## config.mk

```make
export PLATFORM = sky130hd
export DESIGN_NAME = hram_cache
export DESIGN_NICKNAME = d
export VERILOG_FILES = /design/src/rtl/hram_pkg.sv /design/src/rtl/hram_cache_ram.sv /design/src/rtl/hram_cache.sv
export SDC_FILE = /design/constraint.sdc
export NUM_CORES = 2
export LEC_CHECK = 0
export ABC_CLOCK_PERIOD_IN_PS = 4500
export BUFFER_PORTS_ARGS = -buffer_cell sky130_fd_sc_hd__buf_2
export CAP_MARGIN = 20
export CORE_UTILIZATION = 45
export CTS_CLUSTER_DIAMETER = 200
export DETAILED_ROUTE_END_ITERATION = 10
export GPL_ROUTABILITY_DRIVEN = 0
export PLACE_DENSITY = 0.72
export SETUP_SLACK_MARGIN = 0.2
export SLEW_MARGIN = 20
export SYNTH_ARGS = -nofsm -noshare
export SYNTH_HDL_FRONTEND = slang
export SYNTH_HIERARCHICAL = 1
export SYNTH_SLANG_ARGS = --single-unit
```

## constraint.sdc

```tcl
create_clock -name clk -period 4.5 [get_ports clk]
set_clock_uncertainty 0.05 [all_clocks]
set_input_delay 0.45 -clock clk [delete_from_list [all_inputs] [get_ports clk]]
set_output_delay 0.45 -clock clk [all_outputs]
set_load 0.05 [all_outputs]
```

## src/rtl/hram_pkg.sv

```systemverilog
// Shared types and constants for the HyperRAM read cache.
package hram_pkg;

  localparam int unsigned HBC_ADDR_W    = 24;
  localparam int unsigned IDX_W_DEF     = 6;
  localparam int unsigned TAG_W         = HBC_ADDR_W - IDX_W_DEF - 2;
  localparam logic [7:0]  HRAM_CFG_SPACE = 8'h08;

  typedef enum logic [1:0] {
    ST_IDLE,
    ST_LOOKUP,
    ST_MEM,
    ST_RESP
  } state_t;

endpackage

```

## src/rtl/hram_cache_ram.sv

```systemverilog
// Sync-read tag/data array with byte-granular data writes; one read and one write port.
module hram_cache_ram
  import hram_pkg::*;
#(
  parameter int unsigned IDX_W    = IDX_W_DEF,
  parameter int unsigned TAG_BITS = TAG_W
) (
  input  logic                clk,
  input  logic [IDX_W-1:0]    i_raddr,
  output logic [TAG_BITS-1:0] o_rtag,
  output logic [31:0]         o_rdata,
  input  logic                i_we,
  input  logic                i_tag_we,
  input  logic [IDX_W-1:0]    i_waddr,
  input  logic [3:0]          i_wbe,
  input  logic [TAG_BITS-1:0] i_wtag,
  input  logic [31:0]         i_wdata
);

  localparam int unsigned DEPTH = 2 ** IDX_W;

  logic [TAG_BITS-1:0] r_tag  [DEPTH];
  logic [31:0]         r_data [DEPTH];

  always_ff @(posedge clk) begin
    if (i_we && i_tag_we) r_tag[i_waddr] <= i_wtag;
    for (int b = 0; b < 4; b++) begin
      if (i_we && i_wbe[b]) r_data[i_waddr][8*b +: 8] <= i_wdata[8*b +: 8];
    end
    o_rtag  <= r_tag[i_raddr];
    o_rdata <= r_data[i_raddr];
  end

endmodule

```

## src/rtl/hram_cache.sv

```systemverilog
// Direct-mapped write-through read cache between iomem and the HyperBus controller.
// Optional hit/miss statistics counters enabled by defining HRAM_CACHE_STATS_EN.
module hram_cache
  import hram_pkg::*;
#(
  parameter int unsigned IDX_W  = IDX_W_DEF,
  parameter int unsigned ADDR_W = HBC_ADDR_W
) (
  input  logic        clk,
  input  logic        resetn,
  input  logic        s_valid,
  input  logic        s_cfg,
  input  logic [3:0]  s_wstrb,
  input  logic [31:0] s_addr,
  input  logic [31:0] s_wdata,
  output logic        s_ready,
  output logic [31:0] s_rdata,
  output logic        m_valid,
  output logic        m_cfg,
  output logic [3:0]  m_wstrb,
  output logic [31:0] m_addr,
  output logic [31:0] m_wdata,
  input  logic        m_ready,
  input  logic [31:0] m_rdata,
  input  logic        cache_inv,
  output logic [31:0] hit_cnt,
  output logic [31:0] miss_cnt
);

  localparam int unsigned DEPTH    = 2 ** IDX_W;
  localparam int unsigned TAG_BITS = ADDR_W - IDX_W - 2;

  state_t              r_state, w_state_nxt;
  logic                r_cfg, w_cfg_nxt;
  logic [3:0]          r_wstrb, w_wstrb_nxt;
  logic [ADDR_W-1:2]   r_addr, w_addr_nxt;
  logic [31:0]         r_wdata, w_wdata_nxt;
  logic                r_hit, w_hit_nxt;
  logic                r_skip, w_skip_nxt;
  logic                r_inv_pend, w_inv_pend_nxt;
  logic [DEPTH-1:0]    r_valid, w_valid_nxt;
  logic                w_s_ready_nxt, w_m_valid_nxt, w_m_cfg_nxt;
  logic [31:0]         w_s_rdata_nxt, w_m_addr_nxt, w_m_wdata_nxt;
  logic [3:0]          w_m_wstrb_nxt;
  logic                w_hit_inc, w_miss_inc, w_cnt_clr;

  logic [IDX_W-1:0]    w_idx;
  logic [TAG_BITS-1:0] w_tag, w_ram_tag;
  logic [31:0]         w_ram_data;
  logic                w_hit;
  logic                w_ram_we, w_ram_tag_we;
  logic [3:0]          w_ram_be;
  logic [31:0]         w_ram_wdata;
  logic                w_unused_addr;

  assign w_unused_addr = ^{s_addr[31:ADDR_W], s_addr[1:0]};
  assign w_idx         = r_addr[IDX_W+1:2];
  assign w_tag         = r_addr[ADDR_W-1:IDX_W+2];
  assign w_hit         = r_valid[w_idx] && (w_ram_tag == w_tag) && !r_cfg;

  // Array is read with the live request address so the lookup result is ready in LOOKUP.
  hram_cache_ram #(.IDX_W(IDX_W), .TAG_BITS(TAG_BITS)) u_ram (
    .clk      (clk),
    .i_raddr  (s_addr[IDX_W+1:2]),
    .o_rtag   (w_ram_tag),
    .o_rdata  (w_ram_data),
    .i_we     (w_ram_we),
    .i_tag_we (w_ram_tag_we),
    .i_waddr  (w_idx),
    .i_wbe    (w_ram_be),
    .i_wtag   (w_tag),
    .i_wdata  (w_ram_wdata)
  );

  always_ff @(posedge clk) begin
    if (!resetn) begin
      r_state    <= ST_IDLE;
      r_cfg      <= 1'b0;
      r_wstrb    <= 4'd0;
      r_addr     <= '0;
      r_wdata    <= 32'd0;
      r_hit      <= 1'b0;
      r_skip     <= 1'b0;
      r_inv_pend <= 1'b0;
      r_valid    <= '0;
      s_ready    <= 1'b0;
      s_rdata    <= 32'd0;
      m_valid    <= 1'b0;
      m_cfg      <= 1'b0;
      m_wstrb    <= 4'd0;
      m_addr     <= 32'd0;
      m_wdata    <= 32'd0;
    end else begin
      r_state    <= w_state_nxt;
      r_cfg      <= w_cfg_nxt;
      r_wstrb    <= w_wstrb_nxt;
      r_addr     <= w_addr_nxt;
      r_wdata    <= w_wdata_nxt;
      r_hit      <= w_hit_nxt;
      r_skip     <= w_skip_nxt;
      r_inv_pend <= w_inv_pend_nxt;
      r_valid    <= w_valid_nxt;
      s_ready    <= w_s_ready_nxt;
      s_rdata    <= w_s_rdata_nxt;
      m_valid    <= w_m_valid_nxt;
      m_cfg      <= w_m_cfg_nxt;
      m_wstrb    <= w_m_wstrb_nxt;
      m_addr     <= w_m_addr_nxt;
      m_wdata    <= w_m_wdata_nxt;
    end
  end

  always_comb begin
    w_state_nxt    = r_state;
    w_cfg_nxt      = r_cfg;
    w_wstrb_nxt    = r_wstrb;
    w_addr_nxt     = r_addr;
    w_wdata_nxt    = r_wdata;
    w_hit_nxt      = r_hit;
    w_skip_nxt     = 1'b0;
    w_inv_pend_nxt = r_inv_pend;
    w_valid_nxt    = r_valid;
    w_s_ready_nxt  = 1'b0;
    w_s_rdata_nxt  = s_rdata;
    w_m_valid_nxt  = m_valid;
    w_m_cfg_nxt    = m_cfg;
    w_m_wstrb_nxt  = m_wstrb;
    w_m_addr_nxt   = m_addr;
    w_m_wdata_nxt  = m_wdata;
    w_ram_we       = 1'b0;
    w_ram_tag_we   = 1'b0;
    w_ram_be       = 4'd0;
    w_ram_wdata    = 32'd0;
    w_hit_inc      = 1'b0;
    w_miss_inc     = 1'b0;
    w_cnt_clr      = 1'b0;
    if (cache_inv && r_state != ST_IDLE) w_inv_pend_nxt = 1'b1;
    case (r_state)
      ST_IDLE: begin
        if (cache_inv || r_inv_pend) begin
          w_valid_nxt    = '0;
          w_inv_pend_nxt = 1'b0;
          w_cnt_clr      = 1'b1;
        end
        // r_skip masks the late-dropped valid of the request just completed.
        if (s_valid && !r_skip) begin
          w_cfg_nxt   = s_cfg;
          w_wstrb_nxt = s_wstrb;
          w_addr_nxt  = s_addr[ADDR_W-1:2];
          w_wdata_nxt = s_wdata;
          w_state_nxt = ST_LOOKUP;
        end
      end
      ST_LOOKUP: begin
        if (r_wstrb == 4'd0 && w_hit) begin
          w_s_rdata_nxt = w_ram_data;
          w_s_ready_nxt = 1'b1;
          w_hit_inc     = 1'b1;
          w_state_nxt   = ST_RESP;
        end else begin
          w_miss_inc    = (r_wstrb == 4'd0) && !r_cfg;
          w_hit_nxt     = w_hit;
          w_m_valid_nxt = 1'b1;
          w_m_cfg_nxt   = r_cfg;
          w_m_wstrb_nxt = r_wstrb;
          w_m_addr_nxt  = {(32 - ADDR_W)'(0), r_addr, 2'b00};
          w_m_wdata_nxt = r_wdata;
          w_state_nxt   = ST_MEM;
        end
      end
      ST_MEM: begin
        if (m_ready) begin
          w_m_valid_nxt = 1'b0;
          w_s_ready_nxt = 1'b1;
          w_state_nxt   = ST_RESP;
          if (r_cfg) begin
            w_s_rdata_nxt = m_rdata;
          end else if (r_wstrb == 4'd0) begin
            w_s_rdata_nxt      = m_rdata;
            w_ram_we           = 1'b1;
            w_ram_tag_we       = 1'b1;
            w_ram_be           = 4'hF;
            w_ram_wdata        = m_rdata;
            w_valid_nxt[w_idx] = 1'b1;
          end else if (r_hit) begin
            w_ram_we    = 1'b1;
            w_ram_be    = r_wstrb;
            w_ram_wdata = r_wdata;
          end
        end
      end
      ST_RESP: begin
        w_skip_nxt  = 1'b1;
        w_state_nxt = ST_IDLE;
      end
      default: w_state_nxt = ST_IDLE;
    endcase
  end

`ifdef HRAM_CACHE_STATS_EN
  logic [31:0] r_hit_cnt, r_miss_cnt;

  // Saturating read statistics; cleared alongside the valid bits.
  always_ff @(posedge clk) begin
    if (!resetn || w_cnt_clr) begin
      r_hit_cnt  <= 32'd0;
      r_miss_cnt <= 32'd0;
    end else begin
      if (w_hit_inc && r_hit_cnt != 32'hFFFF_FFFF) r_hit_cnt <= r_hit_cnt + 32'd1;
      if (w_miss_inc && r_miss_cnt != 32'hFFFF_FFFF) r_miss_cnt <= r_miss_cnt + 32'd1;
    end
  end

  assign hit_cnt  = r_hit_cnt;
  assign miss_cnt = r_miss_cnt;
`else
  logic w_unused_cnt;
  assign w_unused_cnt = ^{w_hit_inc, w_miss_inc, w_cnt_clr};
  assign hit_cnt      = 32'd0;
  assign miss_cnt     = 32'd0;
`endif

endmodule

```

==> flow_metrics.env <==
export IMPL_outcome="finished, final reports clean"
export IMPL_hold_path_class="in2reg"
export IMPL_tritoncts_num_buffers=336
export IMPL_fin_crit_ns=4.25
export IMPL_dr_pass1_iters=9
export IMPL_critical_path_endpoint_type="register"
export IMPL_port_buffer_count=188
export IMPL_seq_area_um2=97700
export IMPL_die_x_um=537
export IMPL_min_period_over_period_pct=94.4
export IMPL_nets=7197
export IMPL_fillerInstances=21542
export IMPL_clock_sink_count=3341
export IMPL_synth_most_common_cell="edfxtp_1"
export IMPL_setup_viol=0
export IMPL_muxShareOfSynthArea_pct=15.3
export IMPL_power_total_uw=69100
export IMPL_report_final_slew_viol_count=0
export IMPL_first_global_vias=67859
export IMPL_maximum_operating_frequency_mhz=235
export IMPL_setup_tns_final_ns=0
export IMPL_max_cap_violations=0
export IMPL_synthDominantAreaCellType="edfxtp_1"
export IMPL_postSynth_asyncResetShare_pct=0
export IMPL_rr_endpoint="u_ram/r_data[36][1]$_DFFE_PP_"
export IMPL_list_of_most_frequent_post_synthesis_cells="edfxtp_1 (3,072), mux4_2 (767), nor2_1 (501)"
export IMPL_ordered_list_of_cells_on_the_worst_path="nor3b_1, nand2_1, nor2_1"
export IMPL_grt_start_max_net_pins=125
export IMPL_crit_path_max_fanout=19
export IMPL_hold_slack_ns=0.0909
export IMPL_combined_area_of_the_multi_input_logic_cells_um2=29200
export IMPL_hold_path_end="r_wstrb[2]$_SDFFE_PN0P_"
export IMPL_gr_total_overflow=0
export IMPL_fin_ws_ns=0.250
export IMPL_yosys_warnings=6
export IMPL_critical_path_start_type="register"
export IMPL_clock_insertion_delay_worst_skew_ns=0.96
export IMPL_synthesis_instances=6507
export IMPL_area_growth_synth_to_final_pct=14.4
export IMPL_global_route_wire_length_before_repair_mm=490
export IMPL_ctsHtreeMaxLevel=5
export IMPL_share_of_the_synthesized_netlist_area_taken_by_xor_and_xnor_gates_pct=0.109
export IMPL_sequential_fraction_of_the_synthesis_area_pct=75.8
export IMPL_clock_tree_root_cell="clkbuf_16"
export IMPL_postRouteWirelength_mm=350
export IMPL_vias=69643
export IMPL_worst_slew_pin_transition_ns=1.20
export IMPL_rows=196
export IMPL_ios=273
export IMPL_worst_stage_delay_on_the_critical_path_ns=1.06
export IMPL_place_detailed_hpwl_mm=216
export IMPL_power_density_cell_area_nw_per_um2=469
export IMPL_worst_ep_required_time_ns=5.02
export IMPL_clk_transition_reported_paths_ns=0.06
export IMPL_total_global_route_track_usage_pct=23.9
export IMPL_worstHoldPathCells=3
export IMPL_drc_errors=0
export IMPL_yosys_area_top_type_share_pct=71.6
export IMPL_worst_reg2reg_path_startpoint="r_addr[7]$_SDFFE_PN0P_"
export IMPL_detailedRoute_firstIterationViolations=10005
export IMPL_synth_seq_cells=3341
export IMPL_critical_path_arrival_ns=4.77
export IMPL_clock_tree_from_tritoncts="yes"
export IMPL_report_final_hold_viol_count=0
export IMPL_yosys_area_share_adder_pct=0.0486
export IMPL_synthDistinctLibCells=59
export IMPL_average_cell_area_after_synthesis_um2=19.8
export IMPL_synthesized_cell_area_um2=129000
export IMPL_clock_path_buffers=4
export IMPL_final_layout_size_suffix_gt1_share_pct=26.4
export IMPL_detail_route_vias_per_cell=6.25
export IMPL_p_leak_uw=0.0496
export IMPL_synth_area_top_cells="edfxtp_1 (72%), mux4_2 (13%), dfxtp_1 (4.2%)"
export IMPL_relSlewSlack_pct=20.1
export IMPL_placeableCoreArea_um2=285000
export IMPL_synth_edf_count=3072
export IMPL_r2r_slack_ns=0.25
export IMPL_worstRegToRegCells=3
export IMPL_synth_top_family_by_area="multiplexers"
export IMPL_grt_setup_unrepaired="false"
export IMPL_synth_main_ff_cell="edfxtp_1"
export IMPL_hold_path_startpoint="s_wstrb[2]"
export IMPL_avgRoutedWirePerCell_um=31.4
export IMPL_post_cts_resized_instances=0
export IMPL_cpMaxStageDelayCell="dfxtp_1"
export IMPL_yosys_area_share_simple_pct=3.10
export IMPL_initial_core_util_pct=45.2
export IMPL_peakVddDrop_mv=0.442
export IMPL_floorplan_die_height_um=537
export IMPL_route_antenna_remaining_nets=0
export IMPL_antenna_violations_before_repair=30
export IMPL_synth_compound_area_share_pct=3.65
export IMPL_detailedPlace_worstSlack_ns=0.598
export IMPL_die_area_um2=288000
export IMPL_timing_setup_critical_path_class="reg2reg"
-- area by class of cell --
cell class	count	area share, %
Timing Repair Buffer	646	3.43
Clock buffer	415	6.07
Multi-Input combinational cell	2755	19.8
Inverter	6	0.0153
Clock inverter	171	1.17
Sequential cell	3341	66.3
Antenna cell	41	0.0696
Tap cell	3762	3.19
-- critical path: cells and delay by family (launching register included) --
family / cells / cell delay [ns]
simple gates: 3 / 2.73
flops: 1 / 1.06
-- cell families after synthesis --
| group | Yosys count |
|---|---|
| AOI/OAI and AO/OA | 673 |
| and+or+nand+nor | 978 |
| muxes | 1009 |
| xor gates and xnor gates | 16 |
| adders and majority gates | 5 |
| other | 1 |
| DFF | 3341 |
| buffers and inverters | 484 |
-- stage by stage --
| stage | area (um2) | instances | utilization [%] |
|---|---|---|---|
| 2_1_floorplan | 129000 | 6580 | - |
| 3_3_place_gp | 136000 | 10408 | 47.6 |
| 3_5_place_dp | 136000 | 10408 | 47.6 |
| 4_1_cts | 147000 | 11095 | 51.7 |
| 5_1_grt | 147000 | 11105 | 51.7 |
| 6_report | 147000 | 11137 | 51.7 |
-- metal layers --
| metal | track usage, % | share of wire, % |
|---|---|---|
| met1 | 31.5 | 36 |
| met2 | 36.9 | 47 |
| met3 | 6.90 | 12 |
| met4 | 10.9 | 4.7 |
| met5 | 0.395 | 0.076 |
-- sequential cells by signal (all words and copies together) (netlist names), 2 cells and up --
register / count
r_valid: 64
m_wstrb: 4
m_wdata: 32
m_addr: 22
r_addr: 22
s_rdata: 32
u_ram/o_rtag: 16
u_ram/o_rdata: 32
r_wstrb: 4
u_ram/r_data: 2048
u_ram/r_tag: 1024
r_wdata: 32
r_state: 2
-- power breakdown --
group / internal [uW] / total (uW) / switching (uW) / leakage [uW]
combinational: 1840 / 6540 / 4700 / 0.0122
clock: 16100 / 27500 / 11400 / 0.00523
sequential: 34700 / 35100 / 399 / 0.0322
-- layout by cell type, fill, tap and decap left out, types with 12 or more instances in the layout --
cell type	instances
mux2i_1	226
diode_2	41
a22o_2	31
dlygate4sd3_1	101
nor3_1	13
dfxtp_1	252
conb_1	74
clkinv_1	61
o22ai_1	98
a221oi_1	86
mux4_2	767
o221ai_1	51
clkinv_2	53
o221a_1	31
a21oi_1	150
o21ai_0	94
clkbuf_1	59
xor2_1	16
nand2_1	358
nor2_2	52
o22a_1	32
nand3_1	12
nor2b_1	16
bufinv_16	35
a21boi_0	59
buf_12	28
dfxtp_2	17
buf_2	183
edfxtp_1	3072
buf_4	328
mux2_2	16
clkbuf_16	340
clkbuf_8	16
nor2_1	448
-- repair_timing --
action | in CTS | in global routing
hold buffers | 101 | 0
hold endpoints to repair | 114 | 0
buffers inserted | 0 | 0
-- worst max path at each step --
stage                                 start                              to  slack [ns]  cells past startpoint
floorplan           r_wstrb[0]$_SDFFE_PN0P_    u_ram/r_tag[10][0]$_DFFE_PP_        1.36                      6
global placement     r_addr[7]$_SDFFE_PN0P_   u_ram/r_data[36][5]$_DFFE_PP_        0.79                      3
detailed placement   r_addr[7]$_SDFFE_PN0P_  u_ram/r_data[36][22]$_DFFE_PP_        0.60                      3
CTS                  r_addr[7]$_SDFFE_PN0P_  u_ram/r_data[36][25]$_DFFE_PP_        0.56                      3
global route         r_addr[7]$_SDFFE_PN0P_  u_ram/r_data[36][14]$_DFFE_PP_        0.26                      3
finish               r_addr[7]$_SDFFE_PN0P_   u_ram/r_data[36][1]$_DFFE_PP_        0.25                      3
(Power assumes the default switching activity.)
